<file path="src/rtl/uart_fifo_bridge.sv">
// Host-side byte FIFOs bridging to a UART core: TX FIFO drained by a strobe/ack FSM,
// RX FIFO filled on rising edges of the core's receive strobe, with a saturating overrun count.
module uart_fifo_bridge #(
    parameter int DATA_W   = 8,
    parameter int TX_DEPTH = 16,
    parameter int RX_DEPTH = 16,
    parameter int OVR_W    = 8
) (
    input  logic                      CLK,
    input  logic                      RESET_N,
    input  logic [DATA_W-1:0]         TX_DATA,
    input  logic                      TX_VALID,
    output logic                      TX_READY,
    output logic [DATA_W-1:0]         RX_DATA,
    output logic                      RX_VALID,
    input  logic                      RX_READY,
    output logic [$clog2(TX_DEPTH):0] TX_LEVEL,
    output logic [$clog2(RX_DEPTH):0] RX_LEVEL,
    output logic [OVR_W-1:0]          OVR_CNT,
    input  logic                      OVR_CLR,
    output logic [DATA_W-1:0]         CORE_TX_DATA,
    output logic                      CORE_TX_STB,
    input  logic                      CORE_TX_ACK,
    input  logic [DATA_W-1:0]         CORE_RX_DATA,
    input  logic                      CORE_RX_STB,
    output logic                      CORE_RX_ACK
);

    localparam int TX_AW = $clog2(TX_DEPTH);
    localparam int RX_AW = $clog2(RX_DEPTH);
    localparam logic [TX_AW:0] TX_FULL_LVL = (TX_AW+1)'(TX_DEPTH);
    localparam logic [RX_AW:0] RX_FULL_LVL = (RX_AW+1)'(RX_DEPTH);

    localparam logic [1:0] ST_IDLE = 2'd0;
    localparam logic [1:0] ST_SEND = 2'd1;
    localparam logic [1:0] ST_GAP  = 2'd2;

    // ---------------- TX path ----------------
    logic [DATA_W-1:0] tx_mem_q [TX_DEPTH];
    logic [TX_AW:0]    tx_wr_q, tx_wr_d, tx_rd_q, tx_rd_d, tx_level;
    logic              tx_empty, tx_full, tx_push, tx_pop, tx_bypass, tx_wr_en;
    logic [1:0]        state_q, state_d;
    logic [DATA_W-1:0] tx_data_q, tx_data_d;
    logic              stb_q, stb_d;

    assign tx_level = tx_wr_q - tx_rd_q;
    assign tx_empty = (tx_level == '0);
    assign tx_full  = (tx_level == TX_FULL_LVL);
    assign TX_READY = RESET_N & ~tx_full;
    assign tx_push  = TX_VALID & TX_READY;
    assign tx_wr_en = tx_push & ~tx_bypass;

    always_comb begin
        state_d   = state_q;
        stb_d     = stb_q;
        tx_data_d = tx_data_q;
        tx_pop    = 1'b0;
        tx_bypass = 1'b0;
        case (state_q)
            ST_IDLE, ST_GAP: begin
                // GAP may launch the next byte itself, so the strobe is low for only that one cycle;
                // an empty FIFO hands the incoming host byte straight to the core.
                state_d = ST_IDLE;
                if (!tx_empty || tx_push) begin
                    state_d = ST_SEND;
                    stb_d   = 1'b1;
                    if (!tx_empty) begin
                        tx_data_d = tx_mem_q[tx_rd_q[TX_AW-1:0]];
                        tx_pop    = 1'b1;
                    end else begin
                        tx_data_d = TX_DATA;
                        tx_bypass = 1'b1;
                    end
                end
            end
            ST_SEND: begin
                if (CORE_TX_ACK) begin
                    stb_d   = 1'b0;
                    state_d = ST_GAP;
                end
            end
            default: begin
                state_d = ST_IDLE;
                stb_d   = 1'b0;
            end
        endcase
    end

    assign tx_wr_d = tx_wr_q + {{TX_AW{1'b0}}, tx_wr_en};
    assign tx_rd_d = tx_rd_q + {{TX_AW{1'b0}}, tx_pop};

    always_ff @(posedge CLK) begin
        if (tx_wr_en) begin
            tx_mem_q[tx_wr_q[TX_AW-1:0]] <= TX_DATA;
        end
    end

    always_ff @(posedge CLK) begin
        if (!RESET_N) begin
            tx_wr_q   <= '0;
            tx_rd_q   <= '0;
            state_q   <= ST_IDLE;
            stb_q     <= 1'b0;
            tx_data_q <= '0;
        end else begin
            tx_wr_q   <= tx_wr_d;
            tx_rd_q   <= tx_rd_d;
            state_q   <= state_d;
            stb_q     <= stb_d;
            tx_data_q <= tx_data_d;
        end
    end

    assign TX_LEVEL     = tx_level;
    assign CORE_TX_STB  = stb_q;
    assign CORE_TX_DATA = tx_data_q;

    // ---------------- RX path ----------------
    logic [DATA_W-1:0] rx_mem_q [RX_DEPTH];
    logic [RX_AW:0]    rx_wr_q, rx_wr_d, rx_rd_q, rx_rd_d, rx_level;
    logic              rx_full, rx_edge, rx_pop, rx_push, rx_drop;
    logic              rx_prev_q, rx_ack_q;
    logic [OVR_W-1:0]  ovr_q, ovr_d;

    assign rx_level = rx_wr_q - rx_rd_q;
    assign rx_full  = (rx_level == RX_FULL_LVL);
    assign RX_VALID = (rx_level != '0);
    assign RX_DATA  = rx_mem_q[rx_rd_q[RX_AW-1:0]];

    // A same-cycle host pop frees the slot, so a capture on a full FIFO is only dropped without one.
    assign rx_edge  = CORE_RX_STB & ~rx_prev_q;
    assign rx_pop   = RX_VALID & RX_READY;
    assign rx_push  = rx_edge & (~rx_full | rx_pop);
    assign rx_drop  = rx_edge & rx_full & ~rx_pop;

    assign rx_wr_d = rx_wr_q + {{RX_AW{1'b0}}, rx_push};
    assign rx_rd_d = rx_rd_q + {{RX_AW{1'b0}}, rx_pop};

    always_comb begin
        ovr_d = ovr_q;
        if (OVR_CLR) begin
            ovr_d = '0;
        end else if (rx_drop && (ovr_q != '1)) begin
            ovr_d = ovr_q + OVR_W'(1);
        end
    end

    always_ff @(posedge CLK) begin
        if (rx_push) begin
            rx_mem_q[rx_wr_q[RX_AW-1:0]] <= CORE_RX_DATA;
        end
    end

    always_ff @(posedge CLK) begin
        if (!RESET_N) begin
            rx_wr_q   <= '0;
            rx_rd_q   <= '0;
            rx_prev_q <= 1'b0;
            rx_ack_q  <= 1'b0;
            ovr_q     <= '0;
        end else begin
            rx_wr_q   <= rx_wr_d;
            rx_rd_q   <= rx_rd_d;
            rx_prev_q <= CORE_RX_STB;
            rx_ack_q  <= rx_edge;
            ovr_q     <= ovr_d;
        end
    end

    assign RX_LEVEL    = rx_level;
    assign OVR_CNT     = ovr_q;
    assign CORE_RX_ACK = rx_ack_q;

endmodule
</file>
<file path="config.mk">
export PLATFORM = sky130hd
export DESIGN_NAME = uart_fifo_bridge
export DESIGN_NICKNAME = d
export VERILOG_FILES = /design/src/rtl/uart_fifo_bridge.sv
export SDC_FILE = /design/constraint.sdc
export NUM_CORES = 1
export LEC_CHECK = 0
export BUFFER_PORTS_ARGS = -buffer_cell sky130_fd_sc_hd__clkbuf_2
export CAP_MARGIN = 20
export CORE_MARGIN = 4
export CORE_UTILIZATION = 52
export CTS_CLUSTER_SIZE = 25
export DETAILED_ROUTE_END_ITERATION = 16
export PLACE_DENSITY = 0.75
export REMOVE_ABC_BUFFERS = 1
export SYNTH_ARGS = -nofsm -noshare
export SYNTH_HDL_FRONTEND = slang
export SYNTH_SLANG_ARGS = --single-unit
export TNS_END_PERCENT = 1
</file>
<file path="constraint.sdc">
create_clock -name CLK -period 3.89 [get_ports CLK]
set_input_delay 0.389 -clock CLK [delete_from_list [all_inputs] [get_ports CLK]]
set_output_delay 0.389 -clock CLK [all_outputs]
set_load 0.01 [all_outputs]
</file>
==> summary.txt, run 1 <==
RSZ-0062 raised after global routing: false
Reg2Reg Depth: 14
GRT Util Overall: 0.1914
Die Y: 160.3 um
Hold path endpoint: rx_prev_q
WHS Path Cells: 2
Finish-stage setup viols: 0
Max Slew Vio Count: 0
Status: finished, final reports clean
Root Buffer: clkbuf_16
CTS HTree Levels: 1
Wire per inst: 22.76 um
Crit Path Category: reg2reg
Die area: 25700 um^2
Async set or reset register ratio after synthesis: 0
Post-synth top cells: edfxtp_1 (256), mux4_2 (64), dfxtp_1 (41)
Area contributors post-synth: edfxtp_1 (64%), mux4_2 (12%), dfxtp_1 (6.8%), mux2i_1 (2.0%), ha_1 (1.8%)
IO Pins: 61
# port buffers: 60
Layout cell share with drive strength beyond 1: 0.2753
Largest net degree at the start of global routing: 42
Post-synth EDFFs: 256
Number of antenna violations at the first check in global routing: 0
Leak Pwr: 4.729 nW
Synth Flop Type: edfxtp_1
Global-route wire length before repair: 38450 um
DRT iter0 DRCs: 691
Max rail drop VDD: 0.0005225 V
Final ANT Viol Nets: 0
Most frequent cell after synthesis: edfxtp_1
Startpoint types: register
Arrival time at the worst endpoint: 4.05 ns
Avg Cell Area, Syn: 17.95 um^2
Util after Layout: 0.6095
FF-to-FF Start: rx_wr_q[0]
Clock sink count: 297
Final std cells w/o fill: 1077
Vias: 6439
Gp weighted congestion: 0.8748
Sequential standard cell area: 8511 um^2
Fillers: 1618
Largest area contributor in the netlist: edfxtp_1
Crit end category: register
Vias/cell: 5.979
Post-cts resize count: 0
Gr ovfl total: 0
CP max stage delay: 0.50 ns
Cell variety after synth: 50
CP required: 4.32 ns
Initial core utilization: 0.5311
Maxcap violations: 0
Syn. warnings: 0
#FFs+latches synth: 297
Die width: 160.3 um
Total wire length: 24520 um
Yosys top cell area share: 0.6373
Power Dens Cells: 620.7 nW/um^2
Clock Path Buffers: 3
Max stage delay cell, worst path: dfxtp_1
Worst hold path class: in2reg
Clock transition at path regs: 0.06 ns
Skew-Pair Late Insertion Delay: 0.53 ns
CP Max Fanout: 17
Synthesized cell area: 12060 um^2
Clock skew: 0.009882 ns
Worst hold slack: 0.07808 ns
Layout area overhead: 14.75%
Vias in the first global route: 6717
Post-route DRC: 0
# rows: 55
CTS buffer count: 29
Placed insts: 1021
Relative slew slack: 0.4820
Placeable Area: 22710 um^2
Final period util: 0.9311
Multi-input gate area: 3339 um^2
CP Cell Sequence: inv_1 -> ha_1 -> inv_1 -> fa_1 -> or3_1 -> a211o_4 -> o21ai_2 -> buf_4 -> inv_1 -> ha_1 -> ha_1 -> nand3_1 -> xnor2_1 -> and2_1
Register area share after synthesis: 0.7054
Post-CTS Setup Bufs: 0
Fin. Hold Viols: 0
DRT Pass-1 Iters: 5
CTS tree: built
Hold-fix buffers, CTS: 0
Final min period: 3.622 ns
Post-Syn Instances: 672
Nets: 812
Max Freq: 276.1 MHz
HP Start: CORE_RX_STB
Reg-to-reg slack, setup: 0.27 ns
Detailed Place HPWL: 16390 um
R2R Path End: rx_wr_q[4]
Least-Margin Pin Slew: 0.7770 ns
Diode count: 0
-- per-layer routing --
metal | wire [um] | GRT usage
met5 | 0 | 0
met4 | 559 | 0.04302
met3 | 1128 | 0.02848
met2 | 12900 | 0.3435
met1 | 9934 | 0.2499
-- worst max-delay path: cells and delay by family, from the launching register on --
kind | cells | cell delay, ns
AOI/OAI and AO/OA | 2 | 0.68
xor gates and xnor gates | 1 | 0.06
adders and majority gates | 4 | 1.09
buffers and inverters | 4 | 0.50
DFF | 1 | 0.50
and+or+nand+nor | 3 | 0.66
-- registers in the layout (all words and copies together), names as in the netlist --
| signal | flops |
|---|---|
| CORE_TX_DATA | 8 |
| tx_mem_q | 128 |
| rx_rd_q | 5 |
| OVR_CNT | 8 |
| CORE_TX_STB | 1 |
| state_q | 2 |
| CORE_RX_ACK | 1 |
| rx_prev_q | 1 |
| tx_rd_q | 5 |
| rx_wr_q | 5 |
| tx_wr_q | 5 |
| rx_mem_q | 128 |
-- how the worst max path moves through the flow --
stage,start,endpoint,slack (ns),cells after the start
3_5_place_dp,rx_wr_q[0],rx_mem_q[12][2],0.36,10
6_report,rx_wr_q[0],rx_wr_q[4],0.27,14
2_1_floorplan,rx_rd_q[0],rx_mem_q[10][0],-0.70,9
3_3_place_gp,rx_wr_q[0],rx_wr_q[4],0.56,14
4_1_cts,rx_wr_q[0],rx_wr_q[4],0.27,14
5_1_grt,rx_wr_q[0],rx_wr_q[4],0.07,14
-- metrics by stage --
| stage | setup slack [ns] | area (um^2) | TNS [ns] | power (mW) |
|---|---|---|---|---|
| after floorplan | -0.7014 | 11910 | -134.93 | 5.164 |
| after global routing | 0.06764 | 13840 | 0 | 8.974 |
| final | 0.2681 | 13840 | 0 | 8.591 |
| after detailed placement | 0.3604 | 12850 | 0 | 5.867 |
| after CTS | 0.2701 | 13820 | 0 | 8.648 |
| after global placement | 0.5591 | 12850 | 0 | 5.774 |
-- power by group --
| group | internal, mW | leakage [nW] | switching [mW] | total, mW |
|---|---|---|---|---|
| clock network | 1.66 | 0.476 | 1.13 | 2.79 |
| registers | 3.57 | 2.64 | 0.0910 | 3.66 |
| logic | 0.983 | 1.61 | 1.16 | 2.14 |
| total | 6.22 | 4.73 | 2.38 | 8.59 |
-- cell usage in the layout (no fill, tap or decap), types with 6 or more instances in the layout --
cell type / count
a21o_1: 10
a21oi_1: 7
a221oi_1: 8
a32o_1: 8
and2_1: 25
buf_4: 37
clkbuf_16: 29
clkbuf_2: 60
clkinv_1: 6
dfxtp_1: 39
edfxtp_1: 256
ha_1: 17
inv_1: 14
mux2i_1: 24
mux4_2: 64
nand2_1: 17
nand2b_1: 8
nand3_1: 10
nor2_1: 9
nor2b_1: 6
nor3_1: 22
nor4_1: 10
o211ai_1: 11
o21ai_0: 15
xnor2_1: 10
xor2_1: 9
-- layout make-up --
class / count / area share
sequential: 297 / 0.6149
multi-input combinational: 325 / 0.2413
clock buffer: 37 / 0.05822
timing repair buffer: 100 / 0.04321
tap: 285 / 0.02576
clock inverter: 16 / 0.01202
inverter: 17 / 0.004610
-- logic make-up (layout without fill, tap and decap cells) --
group                      after synthesis  in the layout  synth area share
buffers and inverters                   50            170           0.01774
and+or+nand+nor                        128            128           0.05934
DFF                                    297            297            0.7054
AOI/OAI and AO/OA                       71             71           0.04336
xor gates and xnor gates                19             19           0.01380
muxes                                   88             88            0.1394
adders and majority gates               19             19           0.02095
No activity file was read; power rests on OpenSTA's default activity.
==> run 2: changes to the inputs <==
Settings changed: ABC_AREA from default to 1.
==> run 2 against run 1 <==
  * Sequential power barely moved
  * Critical endpoint is now tx_wr_q[4]
  * Clock-buffer cell count rose by 5
  * Global-route usage rose by 1.8 points
  * Die area rose by 4.9%
  * Largest cell class unchanged
  * Cell area rose by 4.1%
  * Critical path depth fell by 1
==> summary.txt, run 2 <==
CP Cell Sequence: clkinv_1 -> ha_1 -> xor2_1 -> nand3_2 -> nor2_4 -> nand2_2 -> nor2_4 -> nor2_1 -> ha_1 -> ha_1 -> nand2_1 -> xor2_1 -> nor2_1
GRT Util Overall: 0.2096
Arrival time at the worst endpoint: 3.91 ns
Power Dens Cells: 629.1 nW/um^2
Relative slew slack: 0.3213
Clock sink count: 297
Clk pwr share: 0.316
Finish-stage setup viols: 0
Reg2Reg Depth: 13
R2R Path End: tx_wr_q[4]
Met3 Wirelength: 1764 um
Skew-Pair Late Insertion Delay: 0.55 ns
Post-CTS Setup Bufs: 0
Least-Margin Pin Slew: 1.018 ns
Vias: 8790
Root Buffer: clkbuf_16
Sequential Power Share: 0.405
Post-Syn Instances: 1179
Synthesized cell area: 12680 um^2
Total wire length: 28150 um
Leak Pwr: 5.469 nW
Max rail drop VDD: 0.0006142 V
Maxcap violations: 0
Number of antenna violations at the first check in global routing: 0
Hold-fix buffers, CTS: 0
Met2 routed WL: 13960 um
Fin Setup TNS: 0 ns
Diode count: 0
Most frequent cell after synthesis: nand2_1
Fin. Hold Viols: 0
Combinational share of power: 0.279
Clock skew: 0.01990 ns
Crit Path Category: reg2reg
Status: finished, final reports clean
Layout cell share with drive strength beyond 1: 0.1400
Global-route wire length before repair: 44150 um
Post-cts resize count: 0
Final ANT Viol Nets: 0
Int Pwr: 6.099 mW
Syn. warnings: 0
Clock Path Buffers: 3
Nets: 1298
Gp weighted congestion: 0.9146
HP Start: CORE_TX_ACK
Vias in the first global route: 8372
Post-synth top cells: nand2_1 (283), edfxtp_1 (256), nor2_1 (161)
DRT met1 WL: 11560 um
CTS HTree Levels: 1
Crit end category: register
Synth Flop Type: edfxtp_1
DRT iter0 DRCs: 972
Largest area contributor in the netlist: edfxtp_1
Register area share after synthesis: 0.6711
Post-synth EDFFs: 256
CTS tree: built
Die width: 164.1 um
Worst hold slack: 0.07126 ns
Largest net degree at the start of global routing: 67
# rows: 56
Async set or reset register ratio after synthesis: 0
CP required: 4.31 ns
CP Max Fanout: 17
Fillers: 1841
CP max stage delay: 0.66 ns
Startpoint types: register
Final min period: 3.496 ns
Gr ovfl total: 0
FF-to-FF Start: tx_rd_q[2]
Worst hold path class: in2reg
Net Sw Power: 2.967 mW
Avg Cell Area, Syn: 10.75 um^2
Yosys top cell area share: 0.6063
DRT Pass-1 Iters: 5
Die area: 26940 um^2
Area contributors post-synth: edfxtp_1 (61%), nand2_1 (8.4%), dfxtp_1 (6.5%), nor2_1 (4.8%), o21ai_0 (4.3%)
Most frequent cell on the critical path: ha_1
Commonest non-fill, non-tap cell in the layout: nand2_1
Wire per inst: 17.62 um
Detailed Place HPWL: 17770 um
Final period util: 0.8988
Clock transition at path regs: 0.06 ns
Initial core utilization: 0.5338
WHS Path Cells: 3
Hold path endpoint: state_q[1]
Placeable Area: 23750 um^2
Die Y: 164.1 um
Post-route DRC: 0
Max stage delay cell, worst path: dfxtp_1
Cell variety after synth: 39
Layout area overhead: 13.67%
Vias/cell: 5.501
CTS buffer count: 29
#FFs+latches synth: 297
Top Family by Delay on Critical Path: simple AND/OR/NAND/NOR gates
Max Slew Vio Count: 0
IO Pins: 61
CP bufs+invs: 1
Sw frac: 0.3273
Max Freq: 286.0 MHz
RSZ-0062 raised after global routing: false
Reg-to-reg slack, setup: 0.39 ns
Max layer used: met4
# port buffers: 60
Commonest cells after routing, fill and taps aside: nand2_1 (283), edfxtp_1 (256), nor2_1 (161)
## run 2: cell count changes after synthesis, sizes merged, moves of 10 or more
cell / before / now
and2: 26 / 0
mux2i: 24 / 0
clkbuf: 19 / 36
o21ai: 17 / 109
a21oi: 7 / 19
a21o: 10 / 0
nand2: 17 / 287
mux4: 64 / 0
inv: 16 / 62
nand3: 10 / 68
o22ai: 0 / 19
nor2: 9 / 181
o221ai: 0 / 13
## run 2: final cells by class
type                    count  area, um^2  area share
well taps                 319       399.1     0.02770
multi-input cells         763        3669      0.2546
clock inverters            12       167.7     0.01163
flip-flops and latches    297        8511      0.5906
inverters                  66       247.7     0.01719
clock buffers              42       824.5     0.05721
repair buffers             99       593.1     0.04115
## run 2: how the worst max path moves through the flow
stage | startpoint | endpoint | slack [ns] | cells after the start
6_report | tx_rd_q[2] | tx_wr_q[4] | 0.39 | 13
5_1_grt | tx_rd_q[2] | tx_wr_q[4] | 0.06 | 15
4_1_cts | tx_rd_q[2] | tx_wr_q[4] | 0.45 | 13
3_5_place_dp | tx_rd_q[2] | tx_wr_q[4] | 0.49 | 13
3_3_place_gp | tx_rd_q[2] | tx_wr_q[4] | 0.59 | 15
2_1_floorplan | tx_rd_q[0] | tx_mem_q[0][0] | -0.09 | 9
## run 2: worst reg2reg max path: cells and delay by family (launching register included)
| kind | cells | cell delay, ns |
|---|---|---|
| and+or+nand+nor | 7 | 1.30 |
| adders and majority gates | 3 | 0.82 |
| buffers and inverters | 1 | 0.19 |
| xor gates and xnor gates | 2 | 0.39 |
| DFF | 1 | 0.66 |
## run 2: metrics by stage
stage	power (mW)	area (um^2)	std cells	setup WS (ns)	utilization
5_1_grt	9.555	14410	1598	0.06396	0.6067
3_3_place_gp	6.199	13420	1544	0.5910	0.5649
4_1_cts	9.111	14410	1598	0.4486	0.6067
2_1_floorplan	5.375	12420	1126	-0.09364	-
3_5_place_dp	6.261	13420	1544	0.4869	0.5649
6_report	9.066	14410	1598	0.3936	0.6067
## run 2: power groups by stage
stage | combinational [mW] | clock, mW | sequential [mW]
global placement | 2.47 | 0 | 3.73
CTS | 2.54 | 2.90 | 3.67
detailed placement | 2.53 | 0 | 3.74
floorplan | 1.52 | 0 | 3.85
finish | 2.53 | 2.87 | 3.67
global route | 2.83 | 3.04 | 3.68
## run 2: kinds of logic after synthesis
group,after synthesis,share of synthesized area
adders and majority gates,19,0.01993
xor gates and xnor gates,18,0.01243
DFF,297,0.6711
buffers and inverters,119,0.03957
AOI/OAI and AO/OA,167,0.07431
and+or+nand+nor,559,0.1827
## run 2: per-layer routing
metal  up-vias  global-route usage
li1       4206                   -
met1      4220              0.2783
met2       303              0.3582
met3        61             0.02735
met4         0             0.07053
met5         -                   0
==> run 3: changes to the inputs <==
Settings changed: CORE_UTILIZATION 52 to 60, PLACE_DENSITY 0.75 to 0.84.
==> run 3 against run 2 <==
  * Global-route usage up 2.9 points
  * Sequential cell count is the same
  * Via count grew 0.52%
  * Cell count fell by 4.2%
  * Setup slack worse by 0.014 ns
  * Cell area down 1.5%
  * Clock skew is 0.0068 ns lower
  * Hold slack gained 0.0024 ns
==> summary.txt, run 3 (synthesis gave the netlist of run 2 again) <==
Placeable Area: 20490 um^2
Wire per inst: 18.60 um
HP Start: CORE_TX_ACK
Global-route wire length before repair: 44650 um
Leak Pwr: 5.366 nW
Max Freq: 284.9 MHz
Fillers: 1440
CTS HTree Levels: 1
Crit end category: register
Layout cell share with drive strength beyond 1: 0.1277
Gr ovfl total: 0
Post-route DRC: 0
Vias in the first global route: 8530
Detailed Place HPWL: 17840 um
Number of antenna violations at the first check in global routing: 0
CP required: 4.30 ns
Nets: 1280
WHS Path Cells: 3
Die Y: 153.4 um
Total wire length: 28480 um
Vias: 8836
Tot Pwr: 9.000 mW
Max rail drop VDD: 0.0005828 V
Final min period: 3.510 ns
Fin. Hold Viols: 0
IO Pins: 61
Status: finished, final reports clean
Clock Path Buffers: 3
Clock sink count: 297
CTS buffer count: 29
DRT iter0 DRCs: 963
Maxcap violations: 0
Clock transition at path regs: 0.06 ns
Layout area overhead: 11.99%
DRT Pass-1 Iters: 6
Final ANT Viol Nets: 0
Finish-stage setup viols: 0
CP Max Fanout: 17
Util after Layout: 0.6928
Largest net degree at the start of global routing: 67
Worst hold slack: 0.07370 ns
Reg2Reg Depth: 13
Diode count: 0
Least-Margin Pin Slew: 1.013 ns
Pre-CTS WS: 0.2485 ns
Skew-Pair Late Insertion Delay: 0.54 ns
CTS tree: built
FF-to-FF Start: tx_rd_q[2]
Commonest cells after routing, fill and taps aside: nand2_1 (283), edfxtp_1 (256), nor2_1 (161)
Arrival time at the worst endpoint: 3.92 ns
Worst hold path class: in2reg
Power Dens Cells: 633.8 nW/um^2
Die area: 23520 um^2
Crit Path Category: reg2reg
Vias/cell: 5.771
Startpoint types: register
# port buffers: 60
Initial core utilization: 0.6186
Gp weighted congestion: 0.9164
Commonest non-fill, non-tap cell in the layout: nand2_1
Max Slew Vio Count: 0
# rows: 52
Clock skew: 0.01307 ns
Hold path endpoint: state_q[1]
Post-CTS Setup Bufs: 0
Final period util: 0.9024
Relative slew slack: 0.3247
Final worst slack: 0.3798 ns
Reg-to-reg slack, setup: 0.38 ns
Die width: 153.4 um
R2R Path End: tx_wr_q[4]
GRT Util Overall: 0.2384
Root Buffer: clkbuf_16
RSZ-0062 raised after global routing: false
[run 3: cell count changes in the layout (fill, tap and decap cells not counted), sizes merged]
cell	delta
buf	-18
bufinv	+1
clkbuf	-7
clkinv	+6
[run 3: worst max-delay path, stage by stage, from the launching register on]
cell	delay, ns
dfxtp_2	0.48
clkinv_1	0.30
ha_1	0.45
xor2_1	0.26
nand3_2	0.13
nor2_4	0.30
nand2_2	0.20
nor2_4	0.42
nor2_1	0.12
ha_1	0.22
ha_1	0.21
nand2_1	0.08
xor2_1	0.14
nor2_1	0.05
[run 3: routing by layer]
metal / vias to the layer above / global-route usage / routed length (um)
met4: 0 / 0.07149 / 897
li1: 4157 / - / -
met3: 70 / 0.03449 / 2087
met1: 4181 / 0.2927 / 10720
met2: 428 / 0.4381 / 14780
met5: - / 0 / 0
[run 3: report_power, final]
group,switching (mW),internal [mW]
Combinational,1.74,0.762
Sequential,0.0742,3.59
Clock,1.13,1.70
[run 3: area by class of cell]
class | instances | area [um^2] | area share
inverter | 66 | 247.7 | 0.01745
tap | 270 | 337.8 | 0.02379
sequential | 297 | 8512 | 0.5995
multi-input combinational | 763 | 3669 | 0.2584
clock buffer | 35 | 748.2 | 0.05270
timing repair buffer | 81 | 457.9 | 0.03225
clock inverter | 19 | 226.5 | 0.01595
[run 3: worst max-delay path by stage]
stage,from,to,cells after the start
2_1_floorplan,tx_rd_q[0],tx_mem_q[0][0],9
4_1_cts,tx_rd_q[2],tx_wr_q[4],13
3_3_place_gp,tx_rd_q[2],tx_wr_q[4],15
3_5_place_dp,tx_rd_q[2],tx_wr_q[4],13
6_report,tx_rd_q[2],tx_wr_q[4],13
5_1_grt,tx_rd_q[2],tx_wr_q[4],15
[run 3: through the flow]
step | std cells | TNS (ns) | area, um^2
after floorplan | 1126 | -10.49 | 12420
final | 1531 | 0 | 14200
after global placement | 1477 | 0 | 13220
after detailed placement | 1477 | 0 | 13220
after global routing | 1531 | 0 | 14200
after CTS | 1531 | 0 | 14200
[run 3: timing repair]
action | in CTS | in global routing
hold buffers | 0 | 0
resized for setup | 0 | 1
setup endpoints to repair | 0 | 2
